`config.mk`:
```
export PLATFORM = sky130hd
export DESIGN_NAME = serial_frame_scheduler_flat
export DESIGN_NICKNAME = d
export VERILOG_FILES = /design/src/rtl/serial_frame_scheduler_if.sv /design/src/rtl/serial_frame_scheduler.sv /design/src/flat_wrapper.sv
export SDC_FILE = /design/constraint.sdc
export NUM_CORES = 1
export LEC_CHECK = 0
export BUFFER_PORTS_ARGS = -buffer_cell sky130_fd_sc_hd__buf_2
export CAP_MARGIN = 20
export CORE_MARGIN = 8
export CORE_UTILIZATION = 55
export DETAILED_ROUTE_END_ITERATION = 8
export PLACE_DENSITY = 0.78
export REMOVE_ABC_BUFFERS = 1
export SETUP_SLACK_MARGIN = 0.02
export SYNTH_ARGS = -nofsm -noshare
export SYNTH_HDL_FRONTEND = slang
export SYNTH_SLANG_ARGS = --single-unit
```
`constraint.sdc`:
```
create_clock -name clock -period 4.3 [get_ports clock]
set_clock_uncertainty 0.05 [all_clocks]
set_input_delay 0.86 -clock clock [delete_from_list [all_inputs] [get_ports clock]]
set_output_delay 0.86 -clock clock [all_outputs]
set_load 0.01 [all_outputs]
```
`src/rtl/serial_frame_scheduler_if.sv`:
```
// Status inputs, UART transmitter handshake and debug outputs of the frame scheduler.
// The scheduler takes the master side; the UART/status side takes the slave side.
interface serial_frame_scheduler_if;
  logic [7:0]  D0;
  logic [7:0]  D1;
  logic [7:0]  D2;
  logic [63:0] map_obstacles;
  logic        tx_pronto;
  logic        tx_partida;
  logic [7:0]  tx_dados;
  logic        frame_done;
  logic        erro;
  logic [2:0]  db_estado;

  modport master (
    input  D0, D1, D2, map_obstacles, tx_pronto,
    output tx_partida, tx_dados, frame_done, erro, db_estado
  );

  modport slave (
    output D0, D1, D2, map_obstacles, tx_pronto,
    input  tx_partida, tx_dados, frame_done, erro, db_estado
  );
endinterface

```
`src/rtl/serial_frame_scheduler.sv`:
```
// Sends a 12-byte status frame (0xAA, D0..D2, 8 map bytes) byte-by-byte to a UART, periodically or on D0 change.
// First tx_partida 2 cycles after trigger; each next byte 1 cycle after tx_pronto; a stalled byte aborts the frame after TIMEOUT cycles.
module serial_frame_scheduler #(
  parameter int INTERVALO = 500000,
  parameter int TIMEOUT   = 100000
) (
  input logic                       clock,
  input logic                       reset,
  serial_frame_scheduler_if.master  bus
);

  localparam logic [2:0] ESPERA  = 3'd0;
  localparam logic [2:0] CAPTURA = 3'd1;
  localparam logic [2:0] ENVIA   = 3'd2;
  localparam logic [2:0] AGUARDA = 3'd3;
  localparam logic [2:0] FIM     = 3'd4;
  localparam logic [2:0] ERRO    = 3'd5;

  localparam int IW = $clog2(INTERVALO);
  localparam int WW = $clog2(TIMEOUT);
  localparam logic [IW-1:0] INT_LAST = IW'(INTERVALO - 1);
  localparam logic [WW-1:0] WD_LAST  = WW'(TIMEOUT - 1);

  logic [2:0]    state;
  logic [IW-1:0] int_cnt;
  logic [WW-1:0] wd_cnt;
  logic [3:0]    byte_idx;
  logic [95:0]   frame_buf;
  logic [7:0]    d0_snap;
  logic          erro_q;
  logic          trig;
  logic [6:0]    bit_off;

  assign trig    = (int_cnt == INT_LAST) || (bus.D0 != d0_snap);
  assign bit_off = {byte_idx, 3'b000};

  always_ff @(posedge clock) begin
    if (reset) begin
      state     <= ESPERA;
      int_cnt   <= '0;
      wd_cnt    <= '0;
      byte_idx  <= '0;
      frame_buf <= '0;
      d0_snap   <= 8'h00;
      erro_q    <= 1'b0;
    end else begin
      case (state)
        ESPERA: begin
          if (trig) state <= CAPTURA;
          else      int_cnt <= int_cnt + IW'(1);
        end
        CAPTURA: begin
          // Byte k of the frame lives in frame_buf[8k +: 8].
          frame_buf <= {bus.map_obstacles, bus.D2, bus.D1, bus.D0, 8'hAA};
          d0_snap   <= bus.D0;
          byte_idx  <= '0;
          state     <= ENVIA;
        end
        ENVIA: begin
          wd_cnt <= '0;
          state  <= AGUARDA;
        end
        AGUARDA: begin
          // A tx_pronto arriving on the watchdog's last cycle still counts.
          if (bus.tx_pronto) begin
            if (byte_idx == 4'd11) begin
              state <= FIM;
            end else begin
              byte_idx <= byte_idx + 4'd1;
              state    <= ENVIA;
            end
          end else if (wd_cnt == WD_LAST) begin
            state <= ERRO;
          end else begin
            wd_cnt <= wd_cnt + WW'(1);
          end
        end
        FIM: begin
          erro_q  <= 1'b0;
          int_cnt <= '0;
          state   <= ESPERA;
        end
        ERRO: begin
          erro_q  <= 1'b1;
          int_cnt <= '0;
          state   <= ESPERA;
        end
        default: state <= ESPERA;
      endcase
    end
  end

  assign bus.tx_partida = (state == ENVIA);
  assign bus.tx_dados   = frame_buf[bit_off +: 8];
  assign bus.frame_done = (state == FIM);
  assign bus.erro       = erro_q;
  assign bus.db_estado  = state;

endmodule
```
`src/flat_wrapper.sv`:
```
// flat-port wrapper written by rule: the top's interface ports become plain ports
module serial_frame_scheduler_flat 
#(
  parameter int INTERVALO = 500000,
  parameter int TIMEOUT   = 100000
)
  (clock, reset, bus_D0, bus_D1, bus_D2, bus_map_obstacles, bus_tx_pronto, bus_tx_partida, bus_tx_dados, bus_frame_done, bus_erro, bus_db_estado);
  serial_frame_scheduler_if bus_i ();
  input logic clock;
  input logic reset;
  input wire logic [$bits(bus_i.D0)-1:0] bus_D0;
  input wire logic [$bits(bus_i.D1)-1:0] bus_D1;
  input wire logic [$bits(bus_i.D2)-1:0] bus_D2;
  input wire logic [$bits(bus_i.map_obstacles)-1:0] bus_map_obstacles;
  input wire logic [$bits(bus_i.tx_pronto)-1:0] bus_tx_pronto;
  output wire logic [$bits(bus_i.tx_partida)-1:0] bus_tx_partida;
  output wire logic [$bits(bus_i.tx_dados)-1:0] bus_tx_dados;
  output wire logic [$bits(bus_i.frame_done)-1:0] bus_frame_done;
  output wire logic [$bits(bus_i.erro)-1:0] bus_erro;
  output wire logic [$bits(bus_i.db_estado)-1:0] bus_db_estado;
  assign bus_i.D0 = bus_D0;
  assign bus_i.D1 = bus_D1;
  assign bus_i.D2 = bus_D2;
  assign bus_i.map_obstacles = bus_map_obstacles;
  assign bus_i.tx_pronto = bus_tx_pronto;
  assign bus_tx_partida = bus_i.tx_partida;
  assign bus_tx_dados = bus_i.tx_dados;
  assign bus_frame_done = bus_i.frame_done;
  assign bus_erro = bus_i.erro;
  assign bus_db_estado = bus_i.db_estado;
  serial_frame_scheduler #(.INTERVALO(INTERVALO), .TIMEOUT(TIMEOUT)) u_core (.clock(clock), .reset(reset), .bus(bus_i));
endmodule
```
Yosys cells after proc, flatten, opt, wreduce, memory -nomap -nowiden. Index checks and enable logic that the tools add are counted.

Add/sub/neg operators: 3. Equal/unequal tests: 16. Shift-type cells: 1. Multiplexer cells: 14. Reduce and logical (&&, ||, !) cells: 11.

Operator list (count): 96-bit by 8-bit variable part select with 8-bit output (1); 19-bit one-hot mux with 2 select lines (1); 17-bit two-way mux (2); 17-bit one-hot mux with 2 select lines (1); 19-bit by 1-bit adder with 19-bit output, second input constant (1); 19-bit equality test, second input constant (1); 19-bit two-way mux (1); 17-bit by 1-bit adder with 17-bit output, second input constant (1); 17-bit equality test, second input constant (1); 3-bit two-way mux (4); 3-bit one-hot mux with 4 select lines (1); 2-bit inequality test, second input constant (5); 4-bit two-way mux (2); 8-bit inequality test (1); 4-bit one-hot mux with 2 select lines (1); 2-bit nonzero test (4); 3-bit by 2-bit equality test with 1-bit output, second input constant (2); 3-bit equality test, second input constant (2); 3-bit AND reduction (2); 4-bit by 1-bit adder with 4-bit output, second input constant (1); 4-bit equality test, second input constant (1); 2-bit AND reduction (2); 3-bit by 1-bit equality test with 1-bit output, second input constant (1); 3-bit zero test (1); other kinds (5) (5).

Register bits: 144.

Longest topological paths before layout. Gate-level depths: netlist of the first run.

Depth after elaboration: 4. Depth in mapped cells: 8.

Worst setup path before layout of the first run. Ideal clock, no wire load.

Path type: reg-to-output. From: register u_core.byte_idx[1]. To: output port bus_tx_dados[5]. Data arrival time: 1870 ps. Required time: 3390 ps. Path slack: 1520 ps. Cell stages (with the launch flop): 6. Path buffers: 2. Cells stage by stage: dfxtp_1 > clkbuf_1 > buf_1 > mux2_2 > a221oi_1 > o32ai_1.

Word-level cells in the longest chain between the ends: 1.

RTL lines: from (decl) (RTL line serial_frame_scheduler.sv:27) `logic [3:0] byte_idx;`; from (signal assigned) (RTL line serial_frame_scheduler.sv:69) `byte_idx <= byte_idx + 4'd1;`; 96-bit by 8-bit variable part select with 8-bit output (RTL line serial_frame_scheduler.sv:94) `assign bus.tx_dados = frame_buf[bit_off +: 8];`; to (decl) (RTL line flat_wrapper.sv:17) `output wire logic [$bits(bus_i.tx_dados)-1:0] bus_tx_dados;`.

Every way passes these cells.

Worst setup path after layout of the first run.
From: register u_core.byte_idx[1]. To: output port bus_tx_dados[4].

The elaborated chain is that of the path after synthesis.

==> summary.md, run 1 <==
| Metric | Value |
|---|---|
| Min cycle time layout | between 3 and 4 ns |
| Slowest-stage cell, CP | dfxtp_1 |
| Ant diodes | 0 |
| Die ar. | ~0.015 mm² |
| Syn_area_per_cell | around 8.1 µm² |
| First-pass GRT wire length | about 27 mm |
| MaxCap Viol Count | 0 |
| Avg Vias per Cell | between 5 and 6 |
| Avg WL per Cell | about 16 µm |
| Post-synthesis cell count | about 770 |
| IO Port Bufs | 104 |
| Maximum clock rate | ~280 MHz |
| Commonest cells post-synth | 216 x nand2_1, 133 x dfxtp_1, 102 x a21oi_1, 51 x clkbuf_1, 25 x nor2_1 |
| Crit end category | output pin |
| Post_cts resized | 0 |
| Fraction of the mapped netlist area in compound gates | around 17% |
| FF+latch area | 0.00266 mm² |
| Final setup fails | 0 |
| Status | finished, final reports clean |
| Detailed Route Iter0 Violations | between 500 and 600 |
| # fillers | about 930 |
| Critical Path Source Type | flip-flop |
| Worst-path clk slew | approximately 0.05 ns |
| Net count reported at finish | 931 |
| CTS Buffer Depth | 2 |
| Antenna viol nets, final | 0 |
| IO Count | 105 |
| CP Max Fanout | 17 |
| Relative slew margins | approximately 31% |
| Largest cells by area after synthesis | dfxtp_1 43%, nand2_1 13%, a21oi_1 8.2% |
| Total routed wirelength | between 15 and 20 mm |
| RSZ-0062 raised after global routing | false |
| CTS buffer count | 17 |
| Vias in the first global route | approximately 5,700 |
| Core Area | roughly 0.011 mm² |
| YS warnings | 0 |
| CP Cell Sequence | nor2b_1 > a22oi_1 > nor2_1 > a21oi_1 > o22ai_1 > buf_2 |
| Standard-cell row count | 39 |
| Hold Fails Final Rpt | 0 |
| Area share of the largest cell type after synthesis | a little over two fifths |
| CTS Sinks | ~130 |
| Starting Density | about 55% |
| # Post-CTS Setup Buffers | 0 |
| Pre-antenna DRT Iters | 6 |
| Main combinational cell family by area after synthesis | simple AND/OR/NAND/NOR gates |
| Register area share after synthesis | between 40% and 50% |
| PwrDens | approximately 420 mW/mm² |
| Root Buffer | clkbuf_16 |
| Vias | a little under 6,000 |
| Min-Delay Path Class | flip-flop to flip-flop |
| Die Width | 122 µm |
| Leading area contributor after synthesis | dfxtp_1 |
| Most common cell in the netlist | nand2_1 |
| HPWL after DPL | around 11 mm |
| Final Hold Slack | about 0.40 ns |
| Max Slew Vio Count | 0 |
| Dpl cells | between 900 and 1,000 |
| EDFF count, synth | 0 |
| Tot GR Track Use | 21.9% |
| Leakage power | 0.00280 µW |
| WP data required | roughly 3.4 ns |
| Grt total ovfl | 0 |
| Mux share of post-synthesis cell area | around 8.4% |
| Synth Register Bits | roughly 130 |
| DRC | 0 |
| CP max stage delay | ~0.80 ns |
| Gpl congestion | roughly 0.90 |
| Die height | roughly 120 µm |
| Post-Synth Simple-Gate Area | 24.8% |
| Hold Buf Count CTS | 0 |
| Initial antenna violation count | 0 |
| Post-Syn Area | approximately 0.0062 mm² |
| Crit path arrival time | around 2.6 ns |
| Count of cell types in the netlist | 54 |
| Area grow syn2layout | 17.9% |
| Post-Synth XOR/XNOR Area | under 10% |
| Adder-Cell Fraction of Synth Area | less than 1% |
| Fraction of registers with async set/reset | 0% |
| Synth Flop Type | dfxtp_1 |
| Area of the multi-input gates | ~0.0033 mm² |
| Largest net degree at the start of global routing | around 100 |
| Worst vdd ir | 0.257 mV |
| TritonCTS clock tree | built |
| Non-Filler Instances | approximately 1,000 |
| Actual slew at the worst max-slew pin | a little over 1 ns |
| Final Cycle Share | slightly above 80% |
| Later-pin clock latency in the skew report | 0.42 ns |
| Share of cells above drive strength 1 | 20.2% |
| Crit Path Class | flip-flop to output pin |
| CTS H-tree depth | 4 |
-- cell usage in the layout, fill, tap and decap left out, types with 3 or more instances in the layout --
cell type,n
buf_2,103
nor3_1,11
o211ai_1,3
or3_1,14
buf_4,7
o311ai_0,6
nor2_1,25
o32ai_1,4
o21ai_0,8
a22oi_1,4
a221oi_1,4
ha_1,3
mux4_2,16
nand2b_1,8
dfxtp_1,132
nand2_1,215
nor4_1,8
mux2i_1,7
nand3_1,17
mux2_2,8
o22ai_1,4
clkinvlp_4,3
clkinv_2,3
a31oi_1,13
o2111ai_1,3
o41ai_1,4
xor2_1,9
nor2b_1,6
inv_1,14
or4_1,4
a21oi_1,102
nand3b_1,3
clkbuf_16,17
and4_1,3
and3_1,4
a311oi_1,12
clkbuf_1,3
clkbuf_8,4
o31ai_1,5
nand4_1,7
-- layer usage --
layer | track usage, % | vias up | part of all wire (%)
met5 | 0 | - | 0
li1 | - | 2855 | -
met4 | 8.61 | 0 | 1.8
met1 | 27.4 | 2789 | 45
met3 | 5.20 | 34 | 5.7
met2 | 35.9 | 222 | 48
-- path summary, 6_finish.rpt --
kind	from	end	slack, ns	depth (start not counted)
worst max-delay path	u_core.byte_idx[1]$_SDFFE_PP0P_	bus_tx_dados[4]	0.77	6
worst min-delay path	u_core.frame_buf[75]$_SDFFE_PP0N_	u_core.frame_buf[75]$_SDFFE_PP0N_	0.40	2
worst max register to register	u_core.int_cnt[7]$_SDFFE_PP0P_	u_core.int_cnt[14]$_SDFFE_PP0P_	1.50	5
worst min register to register	u_core.frame_buf[75]$_SDFFE_PP0N_	u_core.frame_buf[75]$_SDFFE_PP0N_	0.40	2
-- worst max-delay path, delay by kind of cell, from the launching register on --
kind	cells	cell delay (ns)
flip-flops	1	0.80
AND/OR/NAND/NOR	2	0.76
AO/OA/AOI/OAI	3	0.46
buffers and inverters	1	0.17
-- logic make-up (layout without fill, tap and decap cells) --
logic type               Yosys count  count (layout)
AND/OR/NAND/NOR                  339             339
multiplexers                      31              31
flip-flops                       133             133
adder cells (fa/ha/maj)            3               3
AO/OA/AOI/OAI                    177             177
buffers and inverters             73             157
XOR/XNOR                          10              10
-- flip-flops by register name, summed over array words and instances (netlist names) --
| register | cells |
|---|---|
| u_core.bus.db_estado | 3 |
| u_core.bus.erro | 1 |
| u_core.byte_idx | 4 |
| u_core.d0_snap | 7 |
| u_core.frame_buf | 82 |
| u_core.int_cnt | 19 |
| u_core.wd_cnt | 17 |
-- final cells by class --
type	count	share of cell area [%]
Clock buffer	24	6.70
Sequential cell	133	36.3
Inverter	14	0.716
Timing Repair Buffer	111	7.89
Tap cell	143	2.44
Clock inverter	8	1.33
Multi-Input combinational cell	560	44.7
-- through the flow --
stage	setup WS [ns]	utilization, %	cell area [µm²]	TNS, ns	power [µW]
finish	0.773	65.4	7340	0	3100
global route	0.627	65.4	7340	0	3210
CTS	0.773	65.3	7330	0	3110
detailed placement	1.06	60.1	6740	0	1690
global placement	1.11	60.1	6740	0	1670
floorplan	-2.48	-	5990	-145.44	1560
-- where the power goes --
part / switching, µW / internal, µW / total, µW
registers: 42.8 / 1300 / 1340
logic: 196 / 128 / 325
clock network: 525 / 911 / 1440
Power figures use the tool's default switching activity.
==> run 2, diff against run 1 <==
--- a/config.mk
+++ b/config.mk
@@ -8,9 +8,9 @@
 export BUFFER_PORTS_ARGS = -buffer_cell sky130_fd_sc_hd__buf_2
 export CAP_MARGIN = 20
 export CORE_MARGIN = 8
-export CORE_UTILIZATION = 55
+export CORE_UTILIZATION = 51
 export DETAILED_ROUTE_END_ITERATION = 8
-export PLACE_DENSITY = 0.78
+export PLACE_DENSITY = 0.76
 export REMOVE_ABC_BUFFERS = 1
 export SETUP_SLACK_MARGIN = 0.02
 export SYNTH_ARGS = -nofsm -noshare
==> constraint.sdc (replaced) <==
create_clock -name clock -period 3 [get_ports clock]
set_clock_uncertainty 0.05 [all_clocks]
set_input_delay 0.6 -clock clock [delete_from_list [all_inputs] [get_ports clock]]
set_output_delay 0.6 -clock clock [all_outputs]
set_load 0.01 [all_outputs]
==> run 2 against run 1 <==
  * First-iteration DRC count is 15% lower
  * Total power is 43% higher
  * Non-clock buffer count is 8 higher
  * Final area is 1.1% higher
  * Global-route usage is 1.8 points lower
  * Worst setup slack worse by 0.54 ns
  * Register-to-register slack worse by 0.87 ns
  * Largest cell class unchanged
  * Highest routed layer unchanged
==> summary.md, run 2 (synthesized netlist as in run 1, its figures left out) <==
| Metric | Value |
|---|---|
| Antenna viol nets, final | 0 (unchanged) |
| Switching Share | 26.2% (was 24.6%) |
| Crit end category | output pin (unchanged) |
| CTS Buffer Depth | 2 (unchanged) |
| Maximum clock rate | roughly 360 MHz |
| CP Max Fanout | 21 (was 17) |
| Most frequent cells in the layout | 215 x nand2_1, 132 x dfxtp_1, 103 x buf_2 (unchanged) |
| Worst-path clk slew | 0.06 ns (was 0.05 ns) |
| CP max stage delay | 0.56 ns (was 0.80 ns) |
| # Post-CTS Setup Buffers | 0 (unchanged) |
| Critical Path Source Type | flip-flop (unchanged) |
| End of the critical path | bus_tx_dados[6] (was bus_tx_dados[4]) |
| Area grow syn2layout | 19.3% (was 17.9%) |
| Relative slew margins | 48.5% (was 31.2%) |
| Core Area | 0.0120 mm² (was 0.0112 mm²) |
| CTS H-tree depth | 4 (unchanged) |
| Vias in the first global route | 5,755 (was 5,709) |
| Reg-to-Reg Start | u_core.int_cnt[7]$_SDFFE_PP0P_ (unchanged) |
| Most common cell after layout, fill and taps aside | nand2_1 (unchanged) |
| Post-route setup slack | 0.238 ns (was 0.773 ns) |
| WP data required | 2.35 ns (was 3.39 ns) |
| CTS Sinks | 133 (unchanged) |
| Internal power | 3280 µW (was 2340 µW) |
| Max Slew Vio Count | 0 (unchanged) |
| Die ar. | 0.0160 mm² (was 0.0150 mm²) |
| Setup TNS | 0 ns (unchanged) |
| RSZ-0062 raised after global routing | false (unchanged) |
| NetSw | 1160 µW (was 765 µW) |
| Later-pin clock latency in the skew report | 0.41 ns (was 0.42 ns) |
| Ant diodes | 0 (unchanged) |
| First-pass GRT wire length | 27.1 mm (was 26.8 mm) |
| Leakage power | 0.00284 µW (was 0.00280 µW) |
| Max reg flops | 82 (unchanged) |
| Crit. Startpoint | u_core.byte_idx[0]$_SDFFE_PP0P_ (was u_core.byte_idx[1]$_SDFFE_PP0P_) |
| Gate power share | 10.6% (was 10.5%) |
| Gpl congestion | 0.895 (was 0.897) |
| Min cycle time layout | 2.76 ns |
| FF-to-FF setup slack | 0.63 ns (was 1.50 ns) |
| CTS buffer count | 17 (unchanged) |
| Final Cycle Share | between 90% and 100% |
| Avg WL per Cell | 16.2 µm (was 16.4 µm) |
| Final setup fails | 0 (unchanged) |
| Worst reg2reg path depth | 6 (was 5) |
| Die height | 127 µm (was 122 µm) |
| Initial antenna violation count | 0 (unchanged) |
| Actual slew at the worst max-slew pin | 0.769 ns (was 1.03 ns) |
| Top reg by flops | u_core.frame_buf (unchanged) |
| Starting Density | 52.1% (was 55.5%) |
| Standard-cell row count | 40 (was 39) |
| PwrDens | 597 mW/mm² (was 423 mW/mm²) |
| Avg Vias per Cell | 5.89 (was 5.94) |
| HPWL after DPL | 10.9 mm (was 10.6 mm) |
| Clk pwr share | 46.1% (was 46.3%) |
| TritonCTS clock tree | built (unchanged) |
| Die Width | 127 µm (was 122 µm) |
| Slowest-stage cell, CP | dfxtp_4 (was dfxtp_1) |
| Final Hold Slack | 0.371 ns (was 0.404 ns) |
| Largest net degree at the start of global routing | 94 (was 102) |
| Root Buffer | clkbuf_16 (unchanged) |
| Detailed Route Iter0 Violations | 501 (was 591) |
| Grt total ovfl | 0 (unchanged) |
| Crit path arrival time | 2.11 ns (was 2.62 ns) |
| Sequential share of power | 43.3% (was 43.2%) |
| Net count reported at finish | 939 (was 931) |
| MaxCap Viol Count | 0 (unchanged) |
| R2r endpoint | u_core.int_cnt[10]$_SDFFE_PP0P_ (was u_core.int_cnt[14]$_SDFFE_PP0P_) |
| Tot GR Track Use | 20.1% (was 21.9%) |
| Vias | 5,917 (was 5,900) |
| Share of cells above drive strength 1 | 21.4% (was 20.2%) |
| IO Count | 105 (unchanged) |
| Total routed wirelength | 16.3 mm (about the same) |
| IO Port Bufs | 104 (unchanged) |
| Pre-antenna DRT Iters | 5 (was 6) |
| DRC | 0 (unchanged) |
| Hold Fails Final Rpt | 0 (unchanged) |
| Place WS | 0.377 ns (was 1.06 ns) |
| Crit Path Class | flip-flop to output pin (unchanged) |
| Min-Delay Path Class | input port to flip-flop (was flip-flop to flip-flop) |
| Biggest regs | u_core.frame_buf: 82 flops, u_core.int_cnt: 19 flops, u_core.wd_cnt: 17 flops (unchanged) |
| Final core utilization | 62.1% (was 65.4%) |
| CP Cell Sequence | buf_4 > mux4_2 > a21oi_1 > o22ai_1 > buf_2 (was nor2b_1 > a22oi_1 > nor2_1 > a21oi_1 > o22ai_1 > buf_2) |
| Worst vdd ir | 0.311 mV (was 0.257 mV) |
| Status | finished, final reports clean (unchanged) |
## run 2: changes by cell type in the layout (fill, tap and decap cells not counted), sizes merged
cell | previous run | this run
clkbuf | 24 | 17
clkinv | 3 | 5
clkinvlp | 3 | 5
inv | 14 | 17
buf | 111 | 119
## run 2: final cells by class
cell class	count	area [µm²]
multi-input cells	560	3280
flip-flops and latches	133	2670
repair buffers	119	661
fillers	1024	4530
inverters	14	52.6
clock buffers	17	425
clock inverters	15	156
well taps	147	184
## run 2: per-layer routing
metal  part of all wire (%)  GRT usage (%)  up-vias
li1                       -              -     2882
met1                     45           25.7     2803
met2                     48           32.8      211
met3                    6.1           5.07       21
met4                    1.3           5.66        0
met5                      0              0        -
## run 2: how the worst min path moves through the flow
stage | cells after the start | end | start
floorplan | 2 | u_core.frame_buf[24]$_SDFFE_PP0N_ | u_core.frame_buf[24]$_SDFFE_PP0N_
global placement | 2 | u_core.frame_buf[46]$_SDFFE_PP0N_ | u_core.frame_buf[46]$_SDFFE_PP0N_
detailed placement | 2 | u_core.frame_buf[31]$_SDFFE_PP0N_ | u_core.frame_buf[31]$_SDFFE_PP0N_
CTS | 3 | u_core.frame_buf[94]$_SDFFE_PP0N_ | bus_map_obstacles[62]
global route | 3 | u_core.frame_buf[41]$_SDFFE_PP0N_ | bus_map_obstacles[9]
finish | 3 | u_core.frame_buf[94]$_SDFFE_PP0N_ | bus_map_obstacles[62]
## run 2: repair_timing
| item | 4_1_cts | 5_1_grt |
|---|---|---|
| endpoints found under the setup margin | 0 | 8 |
| hold buffers | 0 | 0 |
| resized for setup | 0 | 2 |
## run 2: critical path: cells and delay by family, from the launching register on
| family | cells | cell delay, ns |
|---|---|---|
| flops | 1 | 0.56 |
| buf+inv | 2 | 0.39 |
| mux | 1 | 0.49 |
| compound gates | 2 | 0.26 |
## run 2: metrics by stage
stage                     cell area (µm²)  total power, µW  cells
after floorplan                      5990             2230    707
after global placement               6840             2400    973
after detailed placement             6840             2430    973
after CTS                            7420             4450   1005
after global routing                 7430             4590   1005
final                                7430             4440   1005
## run 2: power groups by stage
stage / clock network [µW] / registers (µW) / logic [µW]
floorplan: 0 / 1940 / 292
global placement: 0 / 1950 / 451
detailed placement: 0 / 1960 / 466
CTS: 2060 / 1920 / 469
global route: 2140 / 1930 / 526
finish: 2050 / 1920 / 470
==> run 3, diff against run 2 <==
--- a/config.mk
+++ b/config.mk
@@ -10,7 +10,7 @@
 export CORE_MARGIN = 8
 export CORE_UTILIZATION = 51
 export DETAILED_ROUTE_END_ITERATION = 8
-export PLACE_DENSITY = 0.76
+export PLACE_DENSITY_LB_ADDON = 0.15
 export REMOVE_ABC_BUFFERS = 1
 export SETUP_SLACK_MARGIN = 0.02
 export SYNTH_ARGS = -nofsm -noshare
==> run 3 against run 2 <==
  * Via count decreased by 1.1%
  * Maximum frequency fell by 1.1%
  * Critical path depth unchanged
  * Flip-flop and latch count is the same
  * Core utilization is essentially flat
  * Sequential power is essentially flat
  * Register-to-register slack worse by 0.14 ns
  * Largest power group unchanged
==> summary.md, run 3 (synthesized netlist as in run 1, its figures left out) <==
| Metric | Value |
|---|---|
| Total routed wirelength | 16.1 mm (was 16.3 mm) |
| Worst vdd ir | 0.383 mV (was 0.311 mV) |
| Vias in the first global route | 5,630 (was 5,755) |
| Grt total ovfl | 0 (unchanged) |
| Post-DP Area | 0.00684 mm² (about the same) |
| Max Slew Vio Count | 0 (unchanged) |
| Final setup fails | 0 (unchanged) |
| Root Buffer | clkbuf_16 (unchanged) |
| Final Hold Slack | 0.372 ns (was 0.371 ns) |
| Crit Path Class | flip-flop to output pin (unchanged) |
| Most common cell after layout, fill and taps aside | nand2_1 (unchanged) |
| Status | finished, final reports clean (unchanged) |
| Min-Delay Path Class | input port to flip-flop (unchanged) |
| Biggest regs | u_core.frame_buf: 82 flops, u_core.int_cnt: 19 flops, u_core.wd_cnt: 17 flops (unchanged) |
| Die height | 127 µm (unchanged) |
| Final Cycle Share | 93.2% (was 92.1%) |
| CTS Sinks | 133 (unchanged) |
| IO Count | 105 (unchanged) |
| Later-pin clock latency in the skew report | 0.41 ns (about the same) |
| First-pass GRT wire length | 26.7 mm (was 27.1 mm) |
| DRC | 0 (unchanged) |
| Hold Fails Final Rpt | 0 (unchanged) |
| Die Width | 127 µm (unchanged) |
| Min cycle time layout | 2.79 ns (was 2.76 ns) |
| Antenna viol nets, final | 0 (unchanged) |
| Crit end category | output pin (unchanged) |
| Starting Density | 52.1% (unchanged) |
| Actual slew at the worst max-slew pin | 0.704 ns (was 0.769 ns) |
| CTS H-tree depth | 4 (unchanged) |
| # fillers | 1,048 (was 1,024) |
| Post-route cell area | 0.00743 mm² (about the same) |
| Share of cells above drive strength 1 | 20.7% (was 21.4%) |
| TritonCTS clock tree | built (unchanged) |
| CTS Buffer Depth | 2 (unchanged) |
| Largest net degree at the start of global routing | 111 (was 94) |
| MaxCap Viol Count | 0 (unchanged) |
| Initial antenna violation count | 0 (unchanged) |
| Avg Vias per Cell | 5.84 (was 5.89) |
| Critical Path Source Type | flip-flop (unchanged) |
| Crit path arrival time | 2.14 ns (was 2.11 ns) |
| CP Max Fanout | 12 (was 21) |
| Slowest-stage cell, CP | mux4_2 (was dfxtp_4) |
| Max reg flops | 82 (unchanged) |
| HPWL after DPL | 10.7 mm (was 10.9 mm) |
| RSZ-0062 raised after global routing | false (unchanged) |
| Final core utilization | 62.1% (about the same) |
| Core Area | 0.0120 mm² (unchanged) |
| Ant diodes | 0 (unchanged) |
| Post_cts resized | 0 (unchanged) |
| Tot GR Track Use | 20.2% (was 20.1%) |
| IO Port Bufs | 104 (unchanged) |
| Vias | 5,852 (was 5,917) |
| Hold Buf Count CTS | 0 (unchanged) |
| Leakage power | 0.00286 µW (was 0.00284 µW) |
| Standard-cell row count | 40 (unchanged) |
| Detailed Route Iter0 Violations | 528 (was 501) |
| # Post-CTS Setup Buffers | 0 (unchanged) |
| CP max stage delay | 0.51 ns (was 0.56 ns) |
| Maximum clock rate | 358 MHz (was 362 MHz) |
| Die ar. | 0.0160 mm² (unchanged) |
| Worst-path clk slew | 0.05 ns (was 0.06 ns) |
| Gpl congestion | 0.845 (was 0.895) |
| Top reg by flops | u_core.frame_buf (unchanged) |
| Pre-antenna DRT Iters | 7 (was 5) |
| Relative slew margins | 53.1% (was 48.5%) |
| WP data required | 2.35 ns (about the same) |
| Area grow syn2layout | 19.3% (about the same) |
| CTS buffer count | 17 (unchanged) |
| PwrDens | 602 mW/mm² (was 597 mW/mm²) |
| Avg WL per Cell | 16.1 µm (was 16.2 µm) |
| Most frequent cells in the layout | 215 x nand2_1, 132 x dfxtp_1, 103 x buf_2 (unchanged) |
| Net count reported at finish | 937 (was 939) |
| CP Cell Sequence | buf_4 > mux4_2 > a21oi_1 > o22ai_1 > buf_2 (unchanged) |
run 3: changes by cell type in the layout (fill, tap and decap cells not counted), sizes merged:
cell	before	now
clkinvlp	5	1
bufinv	2	3
clkbuf	17	22
inv	17	15
clkinv	5	4
buf	119	117
run 3: worst max-delay path, delay by kind of cell (launching register included):
| family | cells | cell delay, ns |
|---|---|---|
| AO/OA/AOI/OAI | 2 | 0.31 |
| flip-flops | 1 | 0.50 |
| buffers and inverters | 2 | 0.41 |
| multiplexers | 1 | 0.51 |
run 3: cell type report:
type / count / area [µm²] / area share [%]
clock inverter: 9 / 126 / 1.70
inverter: 14 / 52.6 / 0.707
timing repair buffer: 117 / 658 / 8.86
sequential: 133 / 2660 / 35.9
clock buffer: 22 / 464 / 6.25
multi-input combinational: 560 / 3280 / 44.2
tap: 147 / 184 / 2.48
run 3: worst paths after layout:
check             cells after the start  slack [ns]                              start                           endpoint
hold / removal                        3        0.37              bus_map_obstacles[17]  u_core.frame_buf[49]$_SDFFE_PP0N_
setup reg to reg                      6        0.49     u_core.int_cnt[7]$_SDFFE_PP0P_     u_core.int_cnt[4]$_SDFFE_PP0P_
hold reg to reg                       2        0.40  u_core.frame_buf[30]$_SDFFE_PP0N_  u_core.frame_buf[30]$_SDFFE_PP0N_
setup / recovery                      5        0.21    u_core.byte_idx[0]$_SDFFE_PP0P_                    bus_tx_dados[0]
run 3: report_power, final:
group	leakage, µW	internal (µW)	switching [µW]
clock	0.000290	1340	739
sequential	0.00108	1860	58.8
combinational	0.00148	189	282
run 3: metrics by stage:
step	setup TNS, ns	setup WS (ns)	std cells	power [µW]
detailed placement	0	0.387	971	2430
floorplan	-266.34	-3.78	707	2230
global route	0	0.0653	1002	4640
CTS	0	0.167	1002	4500
global placement	0	0.447	971	2410
finish	0	0.205	1002	4470
run 3: metal layers:
layer  routed length, µm  GRT usage [%]  vias to the layer above
met5                   0              0                        -
met4                 269           7.64                        0
met3                 814           5.15                       20
met2                7750           32.7                      174
met1                7290           25.3                     2771
li1                    -              -                     2887
